--- src/rtl/bts_pkg.sv ---
// Shared types and defaults for the branch target sequencer.
package bts_pkg;

  localparam int unsigned STATE_W              = 2;
  localparam int unsigned NR_OF_BITS_DEFAULT   = 8;
  localparam int unsigned RESET_VECTOR_DEFAULT = 0;
  localparam int unsigned STACK_DEPTH_DEFAULT  = 4;

  // Sequencer phases; encodings are fixed so they can be probed in silicon debug.
  typedef enum logic [STATE_W-1:0] {
    ST_RUN    = 2'd0,
    ST_SELECT = 2'd1,
    ST_LATCH  = 2'd2
  } bts_state_e;

endpackage

--- src/rtl/bts_return_stack.sv ---
// Circular LIFO of return addresses; a push when full overwrites the oldest entry.
module bts_return_stack
  import bts_pkg::*;
#(
  parameter int unsigned Width = NR_OF_BITS_DEFAULT,
  parameter int unsigned Depth = STACK_DEPTH_DEFAULT
) (
  input  logic             clk_i,
  input  logic             rst_i,
  input  logic             push_i,
  input  logic             pop_i,
  input  logic [Width-1:0] push_data_i,
  output logic [Width-1:0] top_c,
  output logic             full_c,
  output logic             empty_c
);

  localparam int unsigned PTR_W = $clog2(Depth);
  localparam int unsigned CNT_W = $clog2(Depth + 1);

  logic [Width-1:0] mem_q [Depth];
  logic [PTR_W-1:0] ptr_q;
  logic [CNT_W-1:0] cnt_q;
  logic [PTR_W-1:0] top_idx;

  // ptr_q points at the next free slot; the newest entry sits just below it.
  assign top_idx = ptr_q - PTR_W'(1);
  assign top_c   = mem_q[top_idx];
  assign full_c  = (cnt_q == CNT_W'(Depth));
  assign empty_c = (cnt_q == '0);

  always_ff @(posedge clk_i) begin
    if (rst_i) begin
      ptr_q <= '0;
      cnt_q <= '0;
    end else if (push_i) begin
      mem_q[ptr_q] <= push_data_i;
      ptr_q        <= ptr_q + PTR_W'(1);
      if (!full_c) begin
        cnt_q <= cnt_q + CNT_W'(1);
      end
    end else if (pop_i && !empty_c) begin
      ptr_q <= top_idx;
      cnt_q <= cnt_q - CNT_W'(1);
    end
  end

endmodule

--- src/rtl/branch_target_sequencer.sv ---
// PC sequencer that fetches taken-branch targets from the branch address register Q bus.
// Define BTS_RETURN_STACK_EN to add the call/return stack.
module branch_target_sequencer
  import bts_pkg::*;
#(
  parameter int unsigned NrOfBits    = NR_OF_BITS_DEFAULT,
  parameter int unsigned ResetVector = RESET_VECTOR_DEFAULT,
  parameter int unsigned StackDepth  = STACK_DEPTH_DEFAULT
) (
  input  logic                Clock,
  input  logic                Reset,
  input  logic                ClockEnable,
  input  logic                Tick,
  input  logic                hold,
  input  logic                branch_req,
  input  logic                branch_cond,
  input  logic                call_req,
  input  logic                ret_req,
  input  logic [NrOfBits-1:0] reg_bus,
  output logic                reg_cs,
  output logic [NrOfBits-1:0] pc,
  output logic                pc_valid,
  output logic                branch_ack,
  output logic                stack_err
);

  localparam logic [NrOfBits-1:0] PC_RESET = NrOfBits'(ResetVector);
  localparam logic [NrOfBits-1:0] PC_ONE   = NrOfBits'(1);

  bts_state_e          state_q, state_d;
  logic [NrOfBits-1:0] pc_q, pc_d;
  logic                cs_q, cs_d;
  logic                valid_q, valid_d;
  logic                ack_q, ack_d;
  logic                err_q, err_d;
  logic                step;
  logic                push_c, pop_c;
  logic [NrOfBits-1:0] stack_top_c;
  logic                stack_full_c, stack_empty_c;

  assign step = ClockEnable & Tick & ~hold;

`ifdef BTS_RETURN_STACK_EN
  localparam bit STACK_EN = 1'b1;

  bts_return_stack #(
    .Width (NrOfBits),
    .Depth (StackDepth)
  ) u_return_stack (
    .clk_i       (Clock),
    .rst_i       (Reset),
    .push_i      (push_c),
    .pop_i       (pop_c),
    .push_data_i (pc_q + PC_ONE),
    .top_c       (stack_top_c),
    .full_c      (stack_full_c),
    .empty_c     (stack_empty_c)
  );
`else
  localparam bit STACK_EN = 1'b0;

  logic unused_stack;
  assign stack_top_c   = '0;
  assign stack_full_c  = 1'b0;
  assign stack_empty_c = 1'b1;
  assign unused_stack  = ^{push_c, pop_c, 32'(StackDepth)};
`endif

  // Next-state logic; the register drives the bus for one full step (SELECT) before LATCH samples it.
  always_comb begin
    state_d = state_q;
    pc_d    = pc_q;
    cs_d    = cs_q;
    valid_d = valid_q;
    ack_d   = 1'b0;
    err_d   = err_q;
    push_c  = 1'b0;
    pop_c   = 1'b0;
    if (step) begin
      case (state_q)
        ST_RUN: begin
          if (branch_req && branch_cond) begin
            cs_d    = 1'b0;
            valid_d = 1'b0;
            state_d = ST_SELECT;
            if (STACK_EN && call_req) begin
              push_c = 1'b1;
              if (stack_full_c) begin
                err_d = 1'b1;
              end
            end
          end else if (branch_req) begin
            pc_d  = pc_q + PC_ONE;
            ack_d = 1'b1;
          end else if (STACK_EN && ret_req) begin
            ack_d = 1'b1;
            if (stack_empty_c) begin
              pc_d  = pc_q + PC_ONE;
              err_d = 1'b1;
            end else begin
              pc_d  = stack_top_c;
              pop_c = 1'b1;
            end
          end else begin
            pc_d = pc_q + PC_ONE;
          end
        end
        ST_SELECT: begin
          state_d = ST_LATCH;
        end
        ST_LATCH: begin
          pc_d    = reg_bus;
          cs_d    = 1'b1;
          valid_d = 1'b1;
          ack_d   = 1'b1;
          state_d = ST_RUN;
        end
        default: begin
          state_d = ST_RUN;
          cs_d    = 1'b1;
          valid_d = 1'b1;
        end
      endcase
    end
  end

  always_ff @(posedge Clock) begin
    if (Reset) begin
      state_q <= ST_RUN;
      pc_q    <= PC_RESET;
      cs_q    <= 1'b1;
      valid_q <= 1'b1;
      ack_q   <= 1'b0;
      err_q   <= 1'b0;
    end else begin
      state_q <= state_d;
      pc_q    <= pc_d;
      cs_q    <= cs_d;
      valid_q <= valid_d;
      ack_q   <= ack_d;
      err_q   <= err_d;
    end
  end

  assign reg_cs     = cs_q;
  assign pc         = pc_q;
  assign pc_valid   = valid_q;
  assign branch_ack = ack_q;
  assign stack_err  = err_q;

endmodule
--- config.mk ---
export PLATFORM = sky130hd
export DESIGN_NAME = branch_target_sequencer
export DESIGN_NICKNAME = d
export VERILOG_FILES = /design/src/rtl/bts_pkg.sv /design/src/rtl/bts_return_stack.sv /design/src/rtl/branch_target_sequencer.sv
export SDC_FILE = /design/constraint.sdc
export NUM_CORES = 1
export LEC_CHECK = 0
export CORE_UTILIZATION = 35
export DETAILED_ROUTE_END_ITERATION = 7
export HOLD_SLACK_MARGIN = 0.05
export PLACE_DENSITY = 0.74
export SYNTH_ARGS = -nofsm -noshare
export SYNTH_HDL_FRONTEND = slang
export SYNTH_SLANG_ARGS = --single-unit
--- constraint.sdc ---
create_clock -name Clock -period 1.9 [get_ports Clock]
set_clock_uncertainty 0.2 [all_clocks]
set_input_delay 0.19 -clock Clock [delete_from_list [all_inputs] [get_ports Clock]]
set_output_delay 0.19 -clock Clock [all_outputs]
set_load 0.005 [all_outputs]
==> impl_metrics.toml <==
[outcome]
outcome = "completed"

[routing]
dr.first_iter.drc_count = 15
ant_nets = 0
viasPerCell = 5.21
vias = 709
routed_wl_mm = 1.67
dr.pass1.iters = 2
drc = 0
wl_per_cell_um = 12.3

[timing]
fin_ws_ns = 0.201
hold_violations = 0
slew_violations = 0
rsz0062_at_grt = "false"
setup_viol = 0
max_freq_ghz = 0.588
period_needed_ns = 1.70
period_share = 0.894

[synth]
synthTopCellsByCount = "12 x dfxtp_1, 7 x nand2_1, 6 x a21oi_1, 6 x o21ai_0, 5 x inv_1"
synthTopCellsByArea = "dfxtp_1 34%, a21oi_1 4.3%, o21ai_0 4.3%"
syn-cell-area_um2 = 698
syn_nets = 98
synth-compound-area-share = 0.312
synthCells = 80
synthMuxAreaShare = 0
synth_top_family_by_area = "compound AO/OA/AOI/OAI gates"
synth-seq-cells = 12
ys_types = 35
synth-simple-area-share = 0.238
yosysMostFrequentCell = "dfxtp_1"
synth_edf_count = 0
async_flop_share = 0
yosysSeqAreaShare = 0.344
synth_top_cell_area_share = 0.344
synth_top_cell_by_area = "dfxtp_1"
synthAdderAreaFrac = 0.0179
synth_xor_xnor_area_share = 0
ys.flop_type = "dfxtp_1"
yosys_warnings = 0
syn_avg_cell_area_um2 = 8.73

[finish]
diodes = 0
nets = 130
final_area_um2 = 1030
area_delta_synth_final_pct = 47.5
drive_gt1_frac = 0.144

[worst_setup_path]
startpoint_type = "flip-flop"
arrival_ns = 1.73
r2r_slack_ns = 0.20
slowest_delay_ns = 0.36
critical_path.top_delay_family = "compound AO/OA/AOI/OAI gates"
critPathMaxFanout = 6
crit_type = "flip-flop to flip-flop"
startpoint = "pc[0]"
path_cells = "ha_1 -> and3_1 -> a311oi_1 -> o21bai_1 -> a32o_1"
worst_r2r_startpoint = "pc[0]"
cp.required_ns = 1.93
crit_path_end_kind = "flip-flop"
cp.buffers_inverters = 0
slowest_stage = "dfxtp_1"

[placed_design]
place.gp.congestion = 0.790
dp_slack_ns = -0.0481
placed_area_um2 = 993
hpwl_mm = 1.30
port-buffer-count = 25

[power_and_ir_drop]
p_total_mw = 0.542
leakage_nw = 0.395
powerDensity_nw_per_um2 = 526
irDropWorstVdd_v = 0.000330

[global_route]
grt_usage = 0.173
grt_pass1_vias = 609
antenna_found_initial = 0
met3_usage = 0.0392
grt_pass1_wl_mm = 2.60
grt_start_max_net_pins = 9
gr-total-overflow = 0
busiest_layer = "met2"
grt_use_met2 = 0.278
grt_use_met1 = 0.207

[floorplan]
die_w_um = 46.7
io_pins = 29
die_h_um = 46.7
row_count = 15
design.die.area_um2 = 2180
coreArea_um2 = 1800
floorplan.initialDensity = 0.388

[clock_tree]
cts.hold.buffers_added = 0
cts_max_level = 1
clock_path_buffers = 2
clkSinkCount = 12
numCtsBuffers = 3
post_cts_buffers = 0
cts_root_buf = "clkbuf_4"
clk_pin_slew_ns = 0.08
clk_latency_ns = 0.28
cts_resized = 0
cts_tree = "built"

[hold_path]
min_from = "pc[6]"
min_path_type = "flip-flop to flip-flop"

[flow_run]
maxCapViolCount = 0
==> layout by cell type (no fill, tap or decap), drive strengths merged, types with 2 or more instances in the layout <==
cell type,count
clkdlybuf4s50,25
dfxtp,12
nand2,7
buf,7
a21oi,6
o21ai,6
inv,5
nor2,4
clkbuf,4
a311oi,4
nand2b,3
nand3,3
and3,2
a211o,2
nand4,2
a221oi,2
a211oi,2
==> final cells by class <==
| class | instances | area (um2) |
|---|---|---|
| clock buffer | 4 | 36.3 |
| inverter | 5 | 18.8 |
| tap | 25 | 31.3 |
| sequential | 12 | 240 |
| fill | 179 | 772 |
| multi-input combinational | 58 | 400 |
| timing repair buffer | 32 | 303 |
==> per-stage QoR <==
step            util  std cells  setup TNS (ns)  hold WS (ns)
6_report       0.572        136               0         0.302
2_1_floorplan      -         80               0         0.153
5_1_grt        0.572        136               0         0.336
3_5_place_dp   0.551        132         -0.0817         0.284
3_3_place_gp   0.551        132         -0.0227         0.277
4_1_cts        0.572        136               0         0.301
==> final timing paths <==
| path | endpoint | cells after the start |
|---|---|---|
| worst max-delay path | pc[6] | 5 |
| worst min-delay path | pc[6] | 1 |
| worst max register to register | pc[6] | 5 |
| worst min register to register | pc[6] | 1 |
==> state kept, by name, summed over array words and instances, names as in the netlist <==
register	cells
state_q	2
pc	8
pc_valid	1
branch_ack	1
==> layer usage <==
layer / wire, um / up-vias / share of wire
met3: 113 / 5 / 0.068
met1: 746 / 318 / 0.45
met2: 773 / 28 / 0.46
met5: 0 / - / 0
met4: 37 / 0 / 0.022
li1: - / 358 / -
==> where the power goes <==
part	internal, mW	switching, mW
sequential	0.255	0.00426
clock	0.117	0.0923
combinational	0.0477	0.0262
total	0.419	0.123
==> cells by family after synthesis <==
| kind of cell | after synthesis |
|---|---|
| buffers and inverters | 10 |
| adders and majority gates | 1 |
| AOI/OAI and AO/OA | 28 |
| DFF | 12 |
| and+or+nand+nor | 28 |
| other | 1 |
Note: power is estimated with default switching activity, not from simulation.
